==> config.mk <==
export PLATFORM = sky130hd
export DESIGN_NAME = run_sequencer_flat
export DESIGN_NICKNAME = d
export VERILOG_FILES = /design/src/rtl/run_sequencer_pkg.sv /design/src/rtl/run_sequencer_if.sv /design/src/rtl/run_sequencer_branch_lut.sv /design/src/rtl/run_sequencer.sv /design/src/flat_wrapper.sv
export SDC_FILE = /design/constraint.sdc
export NUM_CORES = 1
export LEC_CHECK = 0
export CAP_MARGIN = 20
export CORE_ASPECT_RATIO = 1.25
export CORE_MARGIN = 2
export CORE_UTILIZATION = 56
export DETAILED_ROUTE_END_ITERATION = 12
export PLACE_DENSITY_LB_ADDON = 0.1
export SYNTH_ARGS = -nofsm -noshare
export SYNTH_HDL_FRONTEND = slang
export SYNTH_HIERARCHICAL = 1
export SYNTH_SLANG_ARGS = --single-unit
==> constraint.sdc <==
create_clock -name clk -period 2.85 [get_ports clk]
set_input_delay 0.57 -clock clk [delete_from_list [all_inputs] [get_ports clk]]
set_output_delay 0.57 -clock clk [all_outputs]
set_load 0.01 [all_outputs]
==> src/rtl/run_sequencer_pkg.sv <==
// Shared types and default widths for the program sequencer and its neighbours.
package run_sequencer_pkg;

  localparam int unsigned SEQ_D = 12;  // program counter width
  localparam int unsigned SEQ_L = 5;   // branch LUT index width
  localparam int unsigned SEQ_C = 16;  // cycle counter width

  typedef enum logic [1:0] {
    IDLE = 2'd0,
    RUN  = 2'd1,
    DONE = 2'd2
  } seq_state_t;

endpackage

==> src/rtl/run_sequencer_if.sv <==
// Run handshake, branch controls and LUT write port between the CPU control
// (master) and the program sequencer (slave).
interface run_sequencer_if
  import run_sequencer_pkg::*;
#(
  parameter int unsigned D = SEQ_D,
  parameter int unsigned L = SEQ_L,
  parameter int unsigned C = SEQ_C
) ();

  logic         req;
  logic         done;
  logic         busy;
  logic         run_en;
  logic [D-1:0] prog_ctr;
  logic         branch_en;
  logic [L-1:0] lut_idx;
  logic         rel_en;
  logic [7:0]   rel_off;
  logic         halt_instr;
  logic         stall;
  logic         lut_wr_en;
  logic [L-1:0] lut_wr_addr;
  logic [D-1:0] lut_wr_data;
  logic [C-1:0] cycle_cnt;
  logic         timeout;

  modport master (
    output req, branch_en, lut_idx, rel_en, rel_off, halt_instr, stall,
           lut_wr_en, lut_wr_addr, lut_wr_data,
    input  done, busy, run_en, prog_ctr, cycle_cnt, timeout
  );

  modport slave (
    input  req, branch_en, lut_idx, rel_en, rel_off, halt_instr, stall,
           lut_wr_en, lut_wr_addr, lut_wr_data,
    output done, busy, run_en, prog_ctr, cycle_cnt, timeout
  );

endinterface

==> src/rtl/run_sequencer_branch_lut.sv <==
// Writable branch-target table: 2**L entries of D bits, one synchronous write
// port and one combinational read port. Entries are not reset; a same-cycle
// write and read of one entry returns the old contents.
module branch_lut #(
  parameter int unsigned D = 12,
  parameter int unsigned L = 5
) (
  input  logic         clk,
  input  logic         wr_en_i,
  input  logic [L-1:0] wr_addr_i,
  input  logic [D-1:0] wr_data_i,
  input  logic [L-1:0] rd_addr_i,
  output logic [D-1:0] rd_data_o
);

  logic [D-1:0] mem_q [2**L];

  // table write; gating against RUN is done by the owner
  always_ff @(posedge clk) begin
    if (wr_en_i) mem_q[wr_addr_i] <= wr_data_i;
  end

  assign rd_data_o = mem_q[rd_addr_i];

endmodule

==> src/rtl/run_sequencer.sv <==
// Program sequencer: owns the PC, the req/done run handshake, branch target
// LUT, relative branches, halt / end-address detection and a cycle counter.
// Optional watchdog: define RUN_SEQUENCER_WATCHDOG_EN to end a run with
// timeout=1 once cycle_cnt reaches WDOG_LIMIT.
//
// state | meaning
// IDLE  | out of reset, waiting for req
// RUN   | fetching; PC advances on every non-stalled cycle
// DONE  | run ended, done held until the next accepted req
module run_sequencer
  import run_sequencer_pkg::*;
#(
  parameter int unsigned D          = SEQ_D,
  parameter int unsigned L          = SEQ_L,
  parameter int unsigned C          = SEQ_C,
  parameter int unsigned START_ADDR = 0,
  parameter int unsigned END_ADDR   = 128
`ifdef RUN_SEQUENCER_WATCHDOG_EN
  ,
  parameter int unsigned WDOG_LIMIT = 4000
`endif
) (
  input logic          clk,
  input logic          reset,
  run_sequencer_if.slave bus
);

  seq_state_t   state_q;
  logic [D-1:0] pc_q, pc_d;
  logic [C-1:0] cnt_q, cnt_d;
  logic         done_q;
  logic         timeout_q;
  logic         wdog_hit;
  logic [D-1:0] lut_target;

  branch_lut #(.D(D), .L(L)) u_lut (
    .clk       (clk),
    .wr_en_i   (bus.lut_wr_en && (state_q != RUN)),
    .wr_addr_i (bus.lut_wr_addr),
    .wr_data_i (bus.lut_wr_data),
    .rd_addr_i (bus.lut_idx),
    .rd_data_o (lut_target)
  );

  // next PC by branch priority, and saturating next count
  always_comb begin
    pc_d = pc_q + D'(1);
    if (bus.branch_en)   pc_d = lut_target;
    else if (bus.rel_en) pc_d = pc_q + {{(D-8){bus.rel_off[7]}}, bus.rel_off};
    cnt_d = (cnt_q == '1) ? cnt_q : cnt_q + C'(1);
  end

`ifdef RUN_SEQUENCER_WATCHDOG_EN
  assign wdog_hit = (cnt_d == C'(WDOG_LIMIT));
`else
  assign wdog_hit = 1'b0;
`endif

  // run FSM with registered PC, counter, done and timeout
  always_ff @(posedge clk or posedge reset) begin
    if (reset) begin
      state_q   <= IDLE;
      pc_q      <= D'(START_ADDR);
      cnt_q     <= '0;
      done_q    <= 1'b0;
      timeout_q <= 1'b0;
    end else begin
      case (state_q)
        IDLE, DONE: begin
          if (bus.req) begin
            state_q   <= RUN;
            pc_q      <= D'(START_ADDR);
            cnt_q     <= '0;
            done_q    <= 1'b0;
            timeout_q <= 1'b0;
          end
        end
        RUN: begin
          if (!bus.stall) begin
            cnt_q <= cnt_d;
            if (bus.halt_instr) begin
              // PC stays on the halt instruction
              state_q <= DONE;
              done_q  <= 1'b1;
            end else begin
              pc_q <= pc_d;
              if (wdog_hit) begin
                state_q   <= DONE;
                done_q    <= 1'b1;
                timeout_q <= 1'b1;
              end else if (pc_d == D'(END_ADDR)) begin
                state_q <= DONE;
                done_q  <= 1'b1;
              end
            end
          end
        end
        default: state_q <= IDLE;
      endcase
    end
  end

  assign bus.prog_ctr  = pc_q;
  assign bus.done      = done_q;
  assign bus.busy      = (state_q == RUN);
  assign bus.run_en    = (state_q == RUN) && !bus.stall;
  assign bus.cycle_cnt = cnt_q;
  assign bus.timeout   = timeout_q;

endmodule

==> src/flat_wrapper.sv <==
// flat-port wrapper written by rule: the top's interface ports become plain ports
module run_sequencer_flat import run_sequencer_pkg::*;
#(
  parameter int unsigned D          = SEQ_D,
  parameter int unsigned L          = SEQ_L,
  parameter int unsigned C          = SEQ_C,
  parameter int unsigned START_ADDR = 0,
  parameter int unsigned END_ADDR   = 128

)
  (clk, reset, bus_req, bus_branch_en, bus_lut_idx, bus_rel_en, bus_rel_off, bus_halt_instr, bus_stall, bus_lut_wr_en, bus_lut_wr_addr, bus_lut_wr_data, bus_done, bus_busy, bus_run_en, bus_prog_ctr, bus_cycle_cnt, bus_timeout);
  run_sequencer_if #(.D(D), .L(L), .C(C)) bus_i ();
  input logic clk;
  input logic reset;
  input wire logic [$bits(bus_i.req)-1:0] bus_req;
  input wire logic [$bits(bus_i.branch_en)-1:0] bus_branch_en;
  input wire logic [$bits(bus_i.lut_idx)-1:0] bus_lut_idx;
  input wire logic [$bits(bus_i.rel_en)-1:0] bus_rel_en;
  input wire logic [$bits(bus_i.rel_off)-1:0] bus_rel_off;
  input wire logic [$bits(bus_i.halt_instr)-1:0] bus_halt_instr;
  input wire logic [$bits(bus_i.stall)-1:0] bus_stall;
  input wire logic [$bits(bus_i.lut_wr_en)-1:0] bus_lut_wr_en;
  input wire logic [$bits(bus_i.lut_wr_addr)-1:0] bus_lut_wr_addr;
  input wire logic [$bits(bus_i.lut_wr_data)-1:0] bus_lut_wr_data;
  output wire logic [$bits(bus_i.done)-1:0] bus_done;
  output wire logic [$bits(bus_i.busy)-1:0] bus_busy;
  output wire logic [$bits(bus_i.run_en)-1:0] bus_run_en;
  output wire logic [$bits(bus_i.prog_ctr)-1:0] bus_prog_ctr;
  output wire logic [$bits(bus_i.cycle_cnt)-1:0] bus_cycle_cnt;
  output wire logic [$bits(bus_i.timeout)-1:0] bus_timeout;
  assign bus_i.req = bus_req;
  assign bus_i.branch_en = bus_branch_en;
  assign bus_i.lut_idx = bus_lut_idx;
  assign bus_i.rel_en = bus_rel_en;
  assign bus_i.rel_off = bus_rel_off;
  assign bus_i.halt_instr = bus_halt_instr;
  assign bus_i.stall = bus_stall;
  assign bus_i.lut_wr_en = bus_lut_wr_en;
  assign bus_i.lut_wr_addr = bus_lut_wr_addr;
  assign bus_i.lut_wr_data = bus_lut_wr_data;
  assign bus_done = bus_i.done;
  assign bus_busy = bus_i.busy;
  assign bus_run_en = bus_i.run_en;
  assign bus_prog_ctr = bus_i.prog_ctr;
  assign bus_cycle_cnt = bus_i.cycle_cnt;
  assign bus_timeout = bus_i.timeout;
  run_sequencer #(.D(D), .L(L), .C(C), .START_ADDR(START_ADDR), .END_ADDR(END_ADDR)) u_core (.clk(clk), .reset(reset), .bus(bus_i));
endmodule
# Word level (Yosys, flattened, before mapping)
# Memory sizes are Yosys's and may differ from the RTL's.
# Index checks and enable logic that the tools add are counted.
# totals
regBits	31
ramBits	384
input_bits	38
output_inout_bits	32
word_cells	50
memories	1
# op_classes
addsub	3
n_eq_ne	10
mux	22
reduce_logical	10
# memory_table
name	depth	width	rd	rd_ports_with_merged_regs	write_ports	line_no	source
u_core.u_lut.mem_q	32	12	1	0	1	run_sequencer_branch_lut.sv:16	logic [D-1:0] mem_q [2**L];
# ops
op	count
12-bit 2-to-1 mux	5
16-bit 2-to-1 mux	3
16-bit one-hot mux with 2 select lines	1
12-bit one-hot mux with 2 select lines	1
16-bit by 1-bit adder with 16-bit output, second input constant	1
16-bit equality test, second input constant	1
12-bit by 1-bit adder with 12-bit output, second input constant	1
12-bit adder	1
12-bit by 8-bit equality test with 1-bit output, second input constant	1
4-bit AND reduction	3
2-bit 2-to-1 mux	4
2-bit != test, second input constant	4
1-bit 2-to-1 mux	6
2-bit one-hot mux with 2 select lines	1
3-bit by 2-bit != test with 1-bit output, second input constant	1
3-bit AND reduction	1
2-bit by 1-bit equality test with 1-bit output, second input constant	1
2-bit equality test, second input constant	1
1-bit logical AND	2
2-bit zero test	1
2-bit by 1-bit != test with 1-bit output, second input constant	1
1-bit one-hot mux with 2 select lines	1
2-bit nonzero test	1
2-bit OR reduction	1
1-bit zero test	1

# Logic depth before layout (Yosys ltp)
# logic_depth
word_depth	8
mapped_depth	15
depth_no_buf	12

# Modules after synthesis
# The synthesis kept the hierarchy.
# modules_own_cells
module	instances	cells_per_inst	area_each_um2	seq_area_each_um2
branch_lut	1	856	15228.4	11531.1
run_sequencer	1	245	2142.1	775.7

# Least setup slack after synthesis
# Ideal clock, no wire load.
# synth_path
path_type	input -> register
start	input port bus_lut_idx[0]
end	register u_core.state_q[0]
setup_ns	0.126
arrival_ns	2.940
required_ns	2.724
path_slack_ns	-0.217
cell_stages	15
n_path_buf	4
path_cell_list	buf_6 -> buf_12 -> buf_12 -> buf_6 -> mux2i_1 -> nand2_1 -> a31oi_1 -> nand3_1 -> or4_1 -> or3_1 -> o31ai_1 -> nand3_1 -> nor3_1 -> and3_1 -> a31oi_1
# synth_via
elab_chain_cells	5
# synth_lines
item	line_no	source
from (decl)	flat_wrapper.sv:17	input wire logic [$bits(bus_i.lut_idx)-1:0] bus_lut_idx;
memory read 32 x 12 bit	n/a	
via u_core.lut_target[3]	run_sequencer.sv:34	logic [D-1:0] lut_target;
12-bit 2-to-1 mux	run_sequencer.sv:48	if (bus.branch_en) pc_d = lut_target;
12-bit by 8-bit equality test with 1-bit output	run_sequencer.sv:91	end else if (pc_d == D'(END_ADDR)) begin
3-bit by 2-bit != test with 1-bit output (no source line)	n/a	
3-bit AND reduction (no source line)	n/a	
to (signal assigned)	run_sequencer.sv:88	state_q <= DONE;
to (signal assigned)	run_sequencer.sv:92	state_q <= DONE;
to (signal assigned)	run_sequencer.sv:98	default: state_q <= IDLE;
to (decl)	run_sequencer.sv:28	seq_state_t state_q;
# The timed path passes the listed nets, and every way through them passes these cells.
# A chain may end at the register's enable or synchronous reset.

# Final worst setup path
# layout_path
start	input port bus_lut_idx[0]
end	register u_core.state_q[1]
# The elaborated chain is that of the path after synthesis.

==> results <==
- The global placer's final weighted congestion is 0.818.
- In this run the critical register-to-register path is captured at u_core/state_q[1].
- The leakage component of the power is 7.91 nW.
- The leading register cell type out of synthesis is edfxtp_1.
- The biggest cell delay along the critical path is 0.51 ns.
- STA puts the critical path data arrival time at 3.35 ns.
- The shortest period the worst path allows is 2.91 ns.
- The flip-flop and latch count after synthesis is 415.
- The hold violation count in the final report was 0.
- The synthesized-area fraction occupied by xor and xnor cells is 0.958%.
- From synthesis to final layout, the design area changed by 21.8%.
- The die footprint is 32500 um^2.
- STA classifies the critical path endpoint as a flop.
- The via count of the first global-routing pass is 10400.
- For this configuration, the core starts out at a cell density of 56.5%.
- The total clock buffers created by CTS is 41.
- The average size of a mapped cell is 15.8 um^2.
- For the worst-skew pair, the clock arrives at the later sink with an insertion delay of 0.55 ns.
- The H-tree was split into 2 levels.
- In this run the biggest area consumer among cell types represents 66.4% of the synthesized area.
- The average detailed-routed wire length per instance is 22.8 um.
- After the first detailed-routing iteration, the DRC count stood at 1060.
- The first TritonRoute pass finished after 5 iterations.
- For this design the ratio of total power to cell area is 683 nW/um^2.
- The largest family of logic cells by synthesized area is multiplexers.
- The cell row count is 72.
- The fraction of registers with async set or reset after synthesis is 7.47%.
- Measured on the finished design, the core utilization comes to 68.9%.
- The cell at the root of the clock tree is clkbuf_16.
- The final routed wirelength across all metal layers is 40600 um.
- The final reports fail on negative setup slack.
- The count of nets after finishing is 1388.
- For this run, the top clock speed supported by timing is 344 MHz.
- For this run, design rule violations remaining after detail routing come to 0.
- Buffers placed on the I/O ports in this run total 68.
- The number of antenna diodes in the final layout is 0.
- The total of warnings raised by yosys is 6.
- The logic depth of the worst register-to-register path is 12.
- The area fraction in compound gates after synthesis is 6.55%.
- The tightest hold path in the finished design has a slack of 0.443 ns.
- Using the TritonRoute via totals, the vias-per-cell ratio works out to 5.81.
- The number of enable flip-flop cells after synthesis is 384.
- The fraction of the yosys area taken by sequential cells is 70.8%.
- Entering global routing, the biggest net connects 33 pins.
- By area the synthesized netlist is led by edfxtp_1 66%, mux2i_1 12%, dfrtp_1 4.5%.
- In this run, distinct cell masters in the synthesized netlist total 59.
- The share of post-route cells with drive strength above 1 is 20.9%.
- The initial antenna violation count is 0.
- After clock tree synthesis, the flow added hold-fix buffers numbering 0.
- The clock skew is 0.0298 ns.
- The number of pins exceeding their max-slew limit in the final report was 0.
- The number of inserted filler cells in the final layout is 2089.
- By instance count, the leading cell after synthesis is edfxtp_1.
- Setup repair after global routing could not meet its margin everywhere.
- In this run the horizontal extent of the chip is 162 um.
- The global-route wire length before repair is 61000 um.
- The clock net sink count is 415.
- The final number of setup-violating endpoints is 3.
- edfxtp_1 takes more of the synthesized area than any other cell.
- The commonest cells after synthesis are 384 x edfxtp_1, 202 x mux2i_1, 54 x nor2_1, 48 x a22oi_1, 48 x nand2_1.
- In this run the deepest clock path goes through 3 buffers.
- TritonCTS built the clock tree.
- The largest driver fanout on the critical path is 8.
- The launch instance of the worst register-to-register path is u_core/u_lut/mem_q[7][1].
- Pin placement for this block handled 70 I/O pins.
- Once detail routing completed, the nets flagged for antenna violations numbered 0.
- The final worst setup slack is -0.0564 ns.
- IR analysis of the VDD net gives a maximum drop of 482 uV.
- The cell count after synthesis is 1101.
- The tool flagged a number of max-cap violations equal to 0.
- The flow ran to the end, but the final reports show violations.
- The area share of fa/ha/maj cells after synthesis is 0.764%.
- The combined area of all synthesized cells is 17400 um^2.
- The critical path is of the in2reg type.
- The vertical extent of the die is 201 um.
- The detailed router placed 10300 vias in this run.
- The final sum of negative setup slack is -0.0841 ns.
- The tightest min-delay check is of the in2async type.
- After synthesis, the share of cell area in mux cells is 11.6%.
- The number of nets handed over by synthesis was 1149.
- The required time of the critical path is 3.29 ns.
- The aggregate global-route resource usage is 25.4%.
- The simple-gate share of the synthesized area is 6.44%.
- In this run the register-to-register setup slack is -0.02 ns.
- After clock tree synthesis, the clock-pin slew on the worst setup and hold paths is 0.06 ns.
- Walking the worst path, the cells encountered are buf_12 -> buf_12 -> buf_4 -> mux2i_2 -> a22oi_1 -> a31oi_1 -> nand3_1 -> or4_4 -> or3_1 -> o31ai_1 -> nand3_1 -> nor3_2 -> nand4_1 -> o311ai_2.
- The cell with the largest stage delay on the worst path is or4_4.
- After global routing the overflow that remains totals 0.
- The worst-case setup slack after placement is -0.890 ns.
- The region available for standard cell placement spans 30700 um^2.
- After legalization and detailed placement, the total HPWL measured 26500 um.
- The part of the cycle the worst path needs is 102%.
- The startpoint class of the critical path is an input port.
## layout by cell type, fill, tap and decap left out, types with 10 or more instances in the layout
master / count
edfxtp_1: 384
mux2i_1: 191
buf_4: 168
clkdlybuf4s50_1: 61
nor2_1: 53
nand2_1: 48
a22oi_1: 48
clkbuf_16: 43
nand3_1: 34
a21oi_1: 32
dfrtp_1: 31
a22o_1: 25
o21ai_0: 21
nor3_1: 19
nand4_1: 15
a31oi_1: 13
xnor2_1: 12
or3_1: 10
## flip-flops by register name, summed over array words and instances, names as in the netlist
| register | count |
|---|---|
| u_core/state_q | 2 |
| u_core/u_lut/mem_q | 384 |
| u_core/bus.prog_ctr | 12 |
| u_core/bus.done | 1 |
| u_core/bus.cycle_cnt | 16 |
## power by group
part	switching, W	internal [W]	leakage (nW)	total [W]
registers	0.000142	0.00682	3.88	0.00696
logic	0.00108	0.000999	3.38	0.00207
clock network	0.00223	0.00318	0.647	0.00540
## critical path: cells and delay by family
family          cells  cell delay [ns]
compound gates      4             0.60
simple gates        6             1.50
mux                 1             0.21
buf+inv             3             0.45
## layer usage
metal | routed length (um) | vias up | track usage, %
li1 | - | 4769 | -
met1 | 15700 | 5138 | 31.8
met2 | 21100 | 351 | 44.4
met3 | 2280 | 73 | 3.90
met4 | 1560 | 0 | 10.1
met5 | 0 | - | 0
## how the worst max path moves through the flow
| stage | start | to |
|---|---|---|
| 4_1_cts | bus_lut_idx[1] | u_core/state_q[1] |
| 5_1_grt | bus_lut_idx[0] | u_core/state_q[1] |
| 2_1_floorplan | bus_lut_idx[0] | u_core/state_q[0] |
| 3_3_place_gp | bus_lut_idx[2] | u_core/state_q[0] |
| 3_5_place_dp | bus_lut_idx[2] | u_core/state_q[1] |
| 6_report | bus_lut_idx[0] | u_core/state_q[1] |
## layout make-up
class	count	area, um^2	share of cell area [%]
multi-input cells	623	4750	22.4
clock buffers	50	1080	5.11
repair buffers	250	2200	10.4
clock inverters	25	278	1.31
inverters	9	33.8	0.160
flip-flops and latches	415	12300	58.2
well taps	407	509	2.41
## logic make-up after synthesis
| family | count (synthesis) |
|---|---|
| AND/OR/NAND/NOR | 225 |
| buffers and inverters | 65 |
| other | 1 |
| adder cells (fa/ha/maj) | 10 |
| flip-flops | 415 |
| XOR/XNOR | 19 |
| AO/OA/AOI/OAI | 164 |
| multiplexers | 202 |
## through the flow
step                power (W)  cells  instance area (um^2)
detailed placement    0.00903   1678                 19400
global placement      0.00901   1678                 19400
CTS                    0.0145   1774                 21100
finish                 0.0144   1779                 21200
floorplan             0.00807   1101                 17400
global route           0.0150   1779                 21200
## what timing repair did
action,CTS,global route
gates resized for setup,27,17
endpoints found under the hold margin,0,0
buffers inserted,18,4
pin swaps,15,14
gates cloned,3,1
setup endpoints to repair,4,5
Power figures use the tool's default switching activity.
